===== src/rtl/frame_buffer_ctrl.sv =====
`default_nettype none
// ============================================================================
//  Module      : frame_buffer_ctrl
//  Description : Port-A write sequencer and copy handshake for the frame
//                buffer. Captures one camera frame (vsync/href/valid/data),
//                writes it linearly from address 0, verifies the pixel count
//                at end-of-frame, then raises r_rd and tracks r_done until
//                the A-to-B copy finishes. Frames arriving during a copy are
//                counted as dropped.
//  Revision    : 1.0 - initial release
// ----------------------------------------------------------------------------
//  Optional macro : FRAME_DECIM_EN - capture only every DECIM-th frame.
// ----------------------------------------------------------------------------
//  Ports
//    clk        in   system clock, rising edge
//    rst_n      in   asynchronous active-low reset
//    enable     in   run request
//    cam_vsync  in   camera vsync (synchronous to clk), high = blanking
//    cam_href   in   camera line-valid
//    pix_valid  in   pixel strobe
//    pix_data   in   16-bit pixel value
//    w_addr     out  buffer write address
//    d_in_a     out  buffer write data
//    w_en_a     out  buffer write enable
//    r_rd       out  copy request, high for the whole copy
//    r_done     in   buffer copy-idle flag, high = idle
//    busy       out  controller not in IDLE
//    frame_done out  one-cycle pulse when a copy completes
//    frame_err  out  one-cycle pulse on short/long frame or ack timeout
//    drop_cnt   out  saturating count of skipped frames
//    state_o    out  current state encoding
// ============================================================================
module frame_buffer_ctrl #(
  parameter int FRAME_PIXELS = 65536,
  parameter int ACK_TIMEOUT  = 1024,
  parameter int DECIM        = 1
) (
  input  logic        clk,
  input  logic        rst_n,
  input  logic        enable,
  input  logic        cam_vsync,
  input  logic        cam_href,
  input  logic        pix_valid,
  input  logic [15:0] pix_data,
  output logic [15:0] w_addr,
  output logic [15:0] d_in_a,
  output logic        w_en_a,
  output logic        r_rd,
  input  logic        r_done,
  output logic        busy,
  output logic        frame_done,
  output logic        frame_err,
  output logic [7:0]  drop_cnt,
  output logic [2:0]  state_o
);

  localparam int c_cnt_w = $clog2(FRAME_PIXELS + 1);
  localparam int c_tmo_w = $clog2(ACK_TIMEOUT + 1);
  localparam logic [c_cnt_w-1:0] c_full     = c_cnt_w'(FRAME_PIXELS);
  localparam logic [c_tmo_w-1:0] c_tmo_last = c_tmo_w'(ACK_TIMEOUT - 1);

  typedef enum logic [2:0] {
    IDLE      = 3'd0,
    WAIT_SOF  = 3'd1,
    CAPTURE   = 3'd2,
    COPY_REQ  = 3'd3,
    COPY_WAIT = 3'd4
  } state_t;

  state_t               r_state;
  state_t               w_next;
  logic                 r_vsync_q;
  logic [c_cnt_w-1:0]   r_count;
  logic                 r_ovf;
  logic [c_tmo_w-1:0]   r_tmo;
  logic [15:0]          r_addr;
  logic [15:0]          r_data;
  logic                 r_we;
  logic                 r_done_p;
  logic                 r_err_p;
  logic [7:0]           r_drop;

  logic w_sof, w_eof, w_in_copy, w_decim_pass, w_drop;
  logic w_start, w_err, w_done;

  assign w_sof     = r_vsync_q & ~cam_vsync;
  assign w_eof     = ~r_vsync_q & cam_vsync;
  assign w_in_copy = (r_state == COPY_REQ) || (r_state == COPY_WAIT);

`ifdef FRAME_DECIM_EN
  // Wrapping counter 0..DECIM-1 is equivalent to "frame number mod DECIM".
  localparam int c_dec_w = (DECIM > 1) ? $clog2(DECIM) : 1;
  logic [c_dec_w-1:0] r_dec_cnt;

  assign w_decim_pass = (r_dec_cnt == '0);

  always_ff @(posedge clk or negedge rst_n) begin
    if (!rst_n) begin
      r_dec_cnt <= '0;
    end else if (r_state == WAIT_SOF && enable && w_sof) begin
      r_dec_cnt <= (r_dec_cnt == c_dec_w'(DECIM - 1)) ? '0 : r_dec_cnt + 1'b1;
    end
  end
`else
  assign w_decim_pass = 1'b1;
`endif

  // Frames skipped while a copy owns the buffer, or rejected by decimation.
  assign w_drop = (w_sof & w_in_copy) |
                  (w_sof & enable & (r_state == WAIT_SOF) & ~w_decim_pass);

  always_comb begin
    w_next  = r_state;
    w_start = 1'b0;
    w_err   = 1'b0;
    w_done  = 1'b0;
    case (r_state)
      IDLE: begin
        if (enable) w_next = WAIT_SOF;
      end
      WAIT_SOF: begin
        if (!enable) begin
          w_next = IDLE;
        end else if (w_sof && w_decim_pass) begin
          w_start = 1'b1;
          w_next  = CAPTURE;
        end
      end
      CAPTURE: begin
        if (!enable) begin
          w_next = IDLE;
        end else if (w_eof) begin
          if (r_count == c_full && !r_ovf) begin
            w_next = COPY_REQ;
          end else begin
            w_err  = 1'b1;
            w_next = WAIT_SOF;
          end
        end
      end
      COPY_REQ: begin
        if (!r_done) begin
          w_next = COPY_WAIT;
        end else if (r_tmo == c_tmo_last) begin
          w_err  = 1'b1;
          w_next = WAIT_SOF;
        end
      end
      COPY_WAIT: begin
        if (r_done) begin
          w_done = 1'b1;
          w_next = enable ? WAIT_SOF : IDLE;
        end
      end
      default: w_next = IDLE;
    endcase
  end

  always_ff @(posedge clk or negedge rst_n) begin
    if (!rst_n) begin
      r_state   <= IDLE;
      r_vsync_q <= 1'b0;
      r_count   <= '0;
      r_ovf     <= 1'b0;
      r_tmo     <= '0;
      r_addr    <= '0;
      r_data    <= '0;
      r_we      <= 1'b0;
      r_done_p  <= 1'b0;
      r_err_p   <= 1'b0;
      r_drop    <= '0;
    end else begin
      r_state   <= w_next;
      r_vsync_q <= cam_vsync;
      r_we      <= 1'b0;
      r_done_p  <= w_done;
      r_err_p   <= w_err;

      if (w_start) begin
        r_count <= '0;
        r_ovf   <= 1'b0;
      end else if (r_state == CAPTURE && enable && !w_eof && cam_href && pix_valid) begin
        // A pixel on the eof cycle itself is ignored so that a write can
        // never land in the first cycle of COPY_REQ while r_rd is high.
        if (r_count < c_full) begin
          r_we    <= 1'b1;
          r_addr  <= 16'(r_count);
          r_data  <= pix_data;
          r_count <= r_count + 1'b1;
        end else begin
          r_ovf <= 1'b1;
        end
      end

      if (r_state == COPY_REQ) r_tmo <= r_tmo + 1'b1;
      else                     r_tmo <= '0;

      if (w_drop && r_drop != 8'hFF) r_drop <= r_drop + 1'b1;
    end
  end

  // r_rd decodes directly from the state register so it drops in the very
  // cycle the controller leaves the copy states and clears asynchronously.
  assign r_rd       = w_in_copy;
  assign busy       = (r_state != IDLE);
  assign state_o    = r_state;
  assign w_addr     = r_addr;
  assign d_in_a     = r_data;
  assign w_en_a     = r_we;
  assign frame_done = r_done_p;
  assign frame_err  = r_err_p;
  assign drop_cnt   = r_drop;

endmodule
`default_nettype wire


===== config.mk =====
export PLATFORM = sky130hd
export DESIGN_NAME = frame_buffer_ctrl
export DESIGN_NICKNAME = d
export VERILOG_FILES = /design/src/rtl/frame_buffer_ctrl.sv
export SDC_FILE = /design/constraint.sdc
export NUM_CORES = 1
export LEC_CHECK = 0
export BUFFER_PORTS_ARGS = -buffer_cell sky130_fd_sc_hd__buf_4
export CAP_MARGIN = 10
export CORE_MARGIN = 2
export CORE_UTILIZATION = 49
export DETAILED_ROUTE_END_ITERATION = 16
export GPL_TIMING_DRIVEN = 1
export PLACE_DENSITY = 0.75
export SLEW_MARGIN = 20
export SYNTH_ARGS = -nofsm -noshare
export SYNTH_HDL_FRONTEND = slang
export SYNTH_SLANG_ARGS = --single-unit

===== constraint.sdc =====
create_clock -name clk -period 2.1 [get_ports clk]
set_input_delay 0.42 -clock clk [delete_from_list [all_inputs] [get_ports clk]]
set_output_delay 0.42 -clock clk [all_outputs]
set_load 0.02 [all_outputs]

# Yosys cells after proc, flatten, opt, wreduce, memory -nomap -nowiden
# Cells that the tools add are included.
# W data, S select, Z words.
# classes
n_lt_le_gt_ge,1
bitwise_logic,6
muxes,32
reduce_logical,17
add_sub_neg,3
n_eq_ne,13
# op_table
op,count
$mux W17,3
$mux W3,8
$add A17 B1 Y17 const B,1
$eq A17 B17 Y1 const B,1
$lt A17 B17 Y1 const B,1
$mux W1,17
$pmux W3 S5,1
$add A11 B1 Y11 const B,1
$eq A11 B10 Y1 const B,1
$mux W11,1
$add A8 B1 Y8 const B,1
$ne A8 B8 Y1 const B,1
$eq A3 B2 Y1 const B,2
$logic_and A1 B1 Y1,6
$ne A2 B2 Y1 const B,3
$ne A3 B3 Y1 const B,2
$reduce_and A5 Y1,1
$reduce_and A2 Y1,2
$reduce_bool A2 Y1,2
$and A1 B1 Y1,3
$eq A3 B1 Y1 const B,1
$eq A3 B3 Y1 const B,1
$logic_not A3 Y1,1
$ne A3 B2 Y1 const B,1
other kinds (7),10
# word_totals
out_inout_bits,48
input_bits,23
word_cells,83
ff_bits,76

# Depth between registers and ports, before layout
# Gate-level depths: netlist of the first run.
# logic_depth
depth_word,8
ltp_mapped,8
ltp_nobuf,5

# Least setup slack after synthesis of the first run
# OpenSTA, ideal clock, no wires.
# synth_timing
path_type,register to register
startpoint,"reg r_state[0], in the netlist state_o[0]"
endpoint,reg r_count[11]
setup_ns,0.078
stages_incl_launch_ff,7
arrival_time_ns,2.031
path_slack_ns,-0.009
required_time_ns,2.022
synth_period_minus_slack_ns,2.109
path_buffers,2
path_cell_list,dfrtp_1 -> buf_6 -> nand4bb_4 -> or3_4 -> buf_6 -> or4_1 -> a21oi_1
# synth_via
elab_chain_cells,7
word_cells_on_any_way,11
classes_between,eq/ne: 2; mux: 2; reduce/logical: 7
# synth_lines
element,line_no,text
from (decl),70,state_t r_state;
from (signal assigned),173,r_state <= w_next;
$eq A3 B2 Y1,182,end else if (r_state == CAPTURE && enable && !w_eof && cam_href && pix_valid) begin
$logic_and A1 B1 Y1 (4 in a row),182,
$reduce_bool A2 Y1 (no line),--,
$reduce_and A2 Y1 (no line),--,
to (signal assigned),189,r_count <= r_count + 1'b1;
to (decl),73,logic [c_cnt_w-1:0] r_count;
# Parallel ways exist; a longest one is shown, timed or not.
# A chain may end at the register's enable or synchronous reset.

# Final worst setup path of the first run
# layout_timing
startpoint,reg r_count[16]
endpoint,reg r_count[11]
# layout_via
elab_chain_cells,3
# layout_lines
element,line_no,text
$lt A17 B17 Y1,185,if (r_count < c_full) begin
$reduce_bool A2 Y1 (no line),--,
$reduce_and A2 Y1 (no line),--,
# Every way passes these cells.

==> results of run 1 <==
-- repair_timing --
action	4_1_cts	5_1_grt
endpoints found under the setup margin	0	1
buffers inserted	0	3
hold buffers	0	0
gates resized for setup	0	1
hold endpoints to repair	0	0
-- layer usage --
metal | up-vias | global-route usage, % | share of wire, %
li1 | 1409 | - | -
met1 | 1387 | 25.2 | 44
met2 | 79 | 34.0 | 50
met3 | 11 | 3.39 | 4.8
met4 | 0 | 9.37 | 1.7
met5 | - | 0 | 0
-- per-stage QoR --
step	cells	setup slack, ns	hold WS, ns	total power, mW
2_1_floorplan	359	0.0142	0.124	1.93
3_3_place_gp	523	0.137	0.452	2.20
3_5_place_dp	523	0.0744	0.458	2.22
4_1_cts	539	0.106	0.0900	3.27
5_1_grt	544	0.00832	0.121	3.40
6_report	544	0.0798	0.0602	3.25
-- path summary, 6_finish.rpt --
kind / startpoint / endpoint / slack (ns)
worst max-delay path: r_count[16] / r_count[11] / 0.08
worst min-delay path: rst_n / r_count[13] / 0.06
worst max register to register: r_count[16] / r_count[11] / 0.08
worst min register to register: w_addr[7] / w_addr[7] / 0.47
max in group asynchronous: rst_n / d_in_a[8] / 1.47
min in group clk: cam_vsync / r_vsync_q / 0.20
-- cells in the mapped netlist, types with 4 or more instances --
library cell    n  share of area (%)
or4_1           9                2.0
nand3_1        14                2.0
ha_1            4                1.4
xor2_1          7                1.8
nor4_1          8                1.4
nand2_1       109                 12
nor2_1         16                1.7
xnor2_1         7                1.8
clkbuf_1       12                1.3
o31ai_1        10                2.2
and4_1          6                1.5
nand4_1         7                1.3
o21ai_0         9                1.3
a21oi_1        16                2.3
inv_1           5               0.54
dfrtp_1        76                 55
-- power breakdown --
part           leakage (nW)  internal, mW  switching, mW  total (mW)
Clock                0.0931         0.544          0.516        1.06
Sequential             1.05          1.56         0.0709        1.63
Combinational          1.04         0.243          0.314       0.557
Total                  2.18          2.35          0.901        3.25
-- final cells by class --
type                            instances  area [sq um]
Fill cell                             573          2420
Sequential cell                        76          1900
Multi-Input combinational cell        265          1490
Timing Repair Buffer                   86           658
Clock buffer                           11           131
Tap cell                               96           120
Clock inverter                          5          52.6
Inverter                                5          18.8
-- registers in the layout, indices dropped and copies added (netlist names) --
| signal | cells |
|---|---|
| drop_cnt | 8 |
| w_addr | 16 |
| r_tmo | 11 |
| r_vsync_q | 1 |
| state_o | 3 |
| d_in_a | 16 |
| frame_done | 1 |
| r_count | 17 |
| frame_err | 1 |
| r_ovf | 1 |
| w_en_a | 1 |
-- critical path: stages, from the launching register on --
cell and delay [ns]:
dfrtp_1 0.43, nand3b_1 0.25, buf_4 0.19, or3_2 0.64, o31ai_1 0.29, a21oi_1 0.10
-- kinds of logic (layout without fill, tap and decap cells) --
group,after synthesis,after routing,share of synthesized area [%]
flops,76,76,55.1
buf+inv,20,107,2.64
simple gates,198,200,28.3
mux,4,4,1.23
xor+xnor,14,14,3.55
compound gates,43,43,7.75
fa+ha+maj,4,4,1.45
==> flow_summary.json, run 1 <==
{
  "fin_nets": 470,
  "gp_congestion": 0.813,
  "dr.pass1.iters": 4,
  "maxSlewHeadroom_pct": 62.0,
  "cap_violations": 0,
  "htreeDepth": 3,
  "grt_pass1_wl_microns": 12100,
  "n_antenna_cell": 0,
  "start_kind": "register",
  "final_cell_mix": "nand2_1, buf_4, dfrtp_1, nor2_1, a21oi_1",
  "yosysSeqAreaShare_pct": 55.1,
  "port_buffers": 70,
  "drv_slew": 0,
  "hold_viol_final": 0,
  "max_clock_freq_mhz": 495,
  "die_area_sq_mm": 0.00774,
  "p_per_area_mw_per_mm2": 743,
  "grt_use_total_pct": 20.1,
  "rsz0062_at_grt": "false",
  "drt-initial-drc-count": 170,
  "cts_buffer_depth": 2,
  "status": "complete, no violations",
  "dieWidth_microns": 88.0,
  "syn_area_sq_mm": 0.00345,
  "dr_total_vias": 2886,
  "rows": 30,
  "grt_start_max_net_pins": 45,
  "syn_to_final_growth_pct": 26.5,
  "cts_tree": "yes",
  "grt_pass1_vias": 2753,
  "dp_hpwl_microns": 5200,
  "placement.cell_area_sq_mm": 0.00414,
  "ys_ff_latch": 76,
  "drtAntennaViolNets": 0,
  "numCtsBuffers": 9,
  "grt_overflow": 0,
  "required_ns": 2.32,
  "drt-vias-per-instance": 5.31,
  "ir_worst_vdd_uv": 447,
  "synth_cell_type_count": 43,
  "start_util_pct": 50.8,
  "wl_per_cell_microns": 14.1,
  "critPathKind": "register to register",
  "tns_ns": 0,
  "worstSetupEndpointType": "register",
  "worstHoldPathType": "input pin to async pin",
  "drive_above_1_share_pct": 24.3,
  "root_buffer": "clkbuf_8",
  "avgSynthCellArea_sq_um": 9.62,
  "drc": 0,
  "arrival_ns": 2.24,
  "tightest_slew_ns": 0.570,
  "die_h_microns": 88.0,
  "ys.flop_type": "dfrtp_1",
  "clock_latency_ns": 0.34,
  "antenna_found_initial": 0,
  "cts_sinks": 76,
  "period_share_pct": 96.2,
  "path_clk_slew_ns": 0.08,
  "fin_util_pct": 64.3,
  "syn_nets": 386,
  "drt-total-wl_microns": 7680,
  "setup_viol": 0,
  "layout_commonest_cell": "nand2_1",
  "worst-path-max-fanout": 16,
  "final_area_sq_mm": 0.00437,
  "async_reset_ff_share_pct": 100,
  "pin_count": 71,
  "reg2reg_depth": 5,
  "synth_warnings": 0,
  "synth_edf_count": 0,
  "syn-instance-count": 359,
  "clock_skew_ns": 0.00500,
  "period_needed_ns": 2.02,
  "coreArea_sq_mm": 0.00679,
  "power_leakage_nw": 2.18
}
Note: power is estimated with default switching activity, not from simulation.
==> inputs of run 2 (changes only) <==
REMOVE_ABC_BUFFERS = 1   (was default)
TNS_END_PERCENT = 30   (was default)
==> flow_summary.json, run 2 (synthesis gave the netlist of run 1 again) <==
{
  "status": "complete, no violations",
  "numCtsBuffers": 9,
  "dr.pass1.iters": 4,
  "startpoint": "state_o[0]",
  "use_met2_pct": 34.2,
  "n_antenna_cell": 0,
  "hold_slack_ns": 0.00865,
  "start_util_pct": 50.8,
  "root_buffer": "clkbuf_8",
  "drt-initial-drc-count": 206,
  "intPower_mw": 2.44,
  "hold_buffers": 0,
  "cts_tree": "yes",
  "path_cells": "nand4bb_4 -> or3_4 -> or4_1 -> a21oi_1",
  "use_met3_pct": 5.18,
  "reg2reg_depth": 4,
  "setup_viol": 0,
  "drt-vias-per-instance": 5.28,
  "dieWidth_microns": 88.0,
  "power.total_mw": 3.33,
  "rows": 30,
  "power_leakage_nw": 2.19,
  "drv_slew": 0,
  "clock_latency_ns": 0.35,
  "maxSlewHeadroom_pct": 70.7,
  "multiInputGateArea_sq_mm": 0.00147,
  "fin_nets": 468,
  "pwr-share-comb_pct": 16.6,
  "grt_start_max_net_pins": 35,
  "critPathKind": "register to register",
  "drc": 0,
  "r2r-start": "state_o[0]",
  "grt_pass1_vias": 2737,
  "dp_hpwl_microns": 5240,
  "die_area_sq_mm": 0.00774,
  "syn_to_final_growth_pct": 26.8,
  "worst_path_largest_cell_delay_ns": 0.55,
  "p_switching_mw": 0.886,
  "rsz0062_at_grt": "false",
  "port_buffers": 70,
  "p_per_area_mw_per_mm2": 760,
  "grt_use_total_pct": 20.6,
  "cts_resized": 0,
  "arrival_ns": 2.20,
  "period_share_pct": 91.9,
  "reg2reg_slack_ns": 0.17,
  "wl_per_cell_microns": 13.6,
  "seqCellArea_sq_mm": 0.00190,
  "clock_skew_ns": 0.00819,
  "required_ns": 2.37,
  "grt-busiest-layer": "met2",
  "dr_total_vias": 2855,
  "grt_overflow": 0,
  "ir_worst_vdd_uv": 528,
  "fin_util_pct": 64.5,
  "gp_congestion": 0.801,
  "tightest_slew_ns": 0.436,
  "p_clk_share_pct": 34.4,
  "path_clk_slew_ns": 0.07,
  "start_kind": "register",
  "largest_reg_flops": 17,
  "grt_pass1_wl_microns": 12400,
  "largest-register": "r_count",
  "cap_violations": 0,
  "p_sw_share_pct": 26.6,
  "drtAntennaViolNets": 0,
  "hold_viol_final": 0,
  "post-cts-setup-buffers": 0,
  "layout_commonest_cell": "nand2_1",
  "die_h_microns": 88.0,
  "period_needed_ns": 1.93,
  "max_clock_freq_mhz": 518,
  "pin_count": 71,
  "drt-total-wl_microns": 7360,
  "coreArea_sq_mm": 0.00679,
  "final_cell_mix": "nand2_1, buf_4, dfrtp_1, nor2_1, a21oi_1",
  "use_met1_pct": 25.9,
  "worst-path-max-fanout": 27,
  "cts_sinks": 76,
  "worstHoldPathType": "input pin to async pin",
  "drive_above_1_share_pct": 23.6,
  "crit_path_top_delay_cell": "or4_1",
  "pwr-share-seq_pct": 49.1,
  "cts_buffer_depth": 2,
  "antenna_found_initial": 0,
  "htreeDepth": 3,
  "r2r-end": "r_count[10]",
  "nFillCells": 559,
  "worstSetupEndpointType": "register"
}
## run 2: metrics by stage
step,instance area [sq um],worst slack [ns],cells,TNS (ns)
5_1_grt,4380,0.0602,541,0
4_1_cts,4380,0.184,541,0
2_1_floorplan,3380,-1.37,344,-40.03
3_5_place_dp,4180,0.128,526,0
6_report,4380,0.170,541,0
3_3_place_gp,4180,0.170,526,0
## run 2: power groups by stage
stage               Clock [mW]  Combinational [mW]  Sequential [mW]
detailed placement           0               0.559             1.66
floorplan                    0               0.147             1.77
CTS                       1.18               0.560             1.63
global route              1.23               0.608             1.65
global placement             0               0.544             1.66
finish                    1.14               0.552             1.63
## run 2: routing by layer
metal	routed length, microns	up-vias
li1	-	1406
met1	3280	1356
met2	3540	81
met3	421	12
met4	125	0
met5	0	-
## run 2: critical path: cells and delay by family (launching register included)
kind               cells  cell delay [ns]
and+or+nand+nor        3             1.30
AOI/OAI and AO/OA      1             0.17
DFF                    1             0.38
## run 2: area by class of cell
type                            instances  share of cell area, %
Inverter                                5                  0.428
Clock inverter                          1                  0.686
Multi-Input combinational cell        263                   33.5
Clock buffer                           14                   3.94
Tap cell                               96                   2.74
Timing Repair Buffer                   86                   15.3
Sequential cell                        76                   43.4
## run 2: worst max path at each step
stage | endpoint | cells after the start
finish | r_count[10] | 4
global route | r_count[10] | 4
CTS | busy | 3
detailed placement | r_count[10] | 5
global placement | r_count[15] | 5
floorplan | r_count[1] | 3
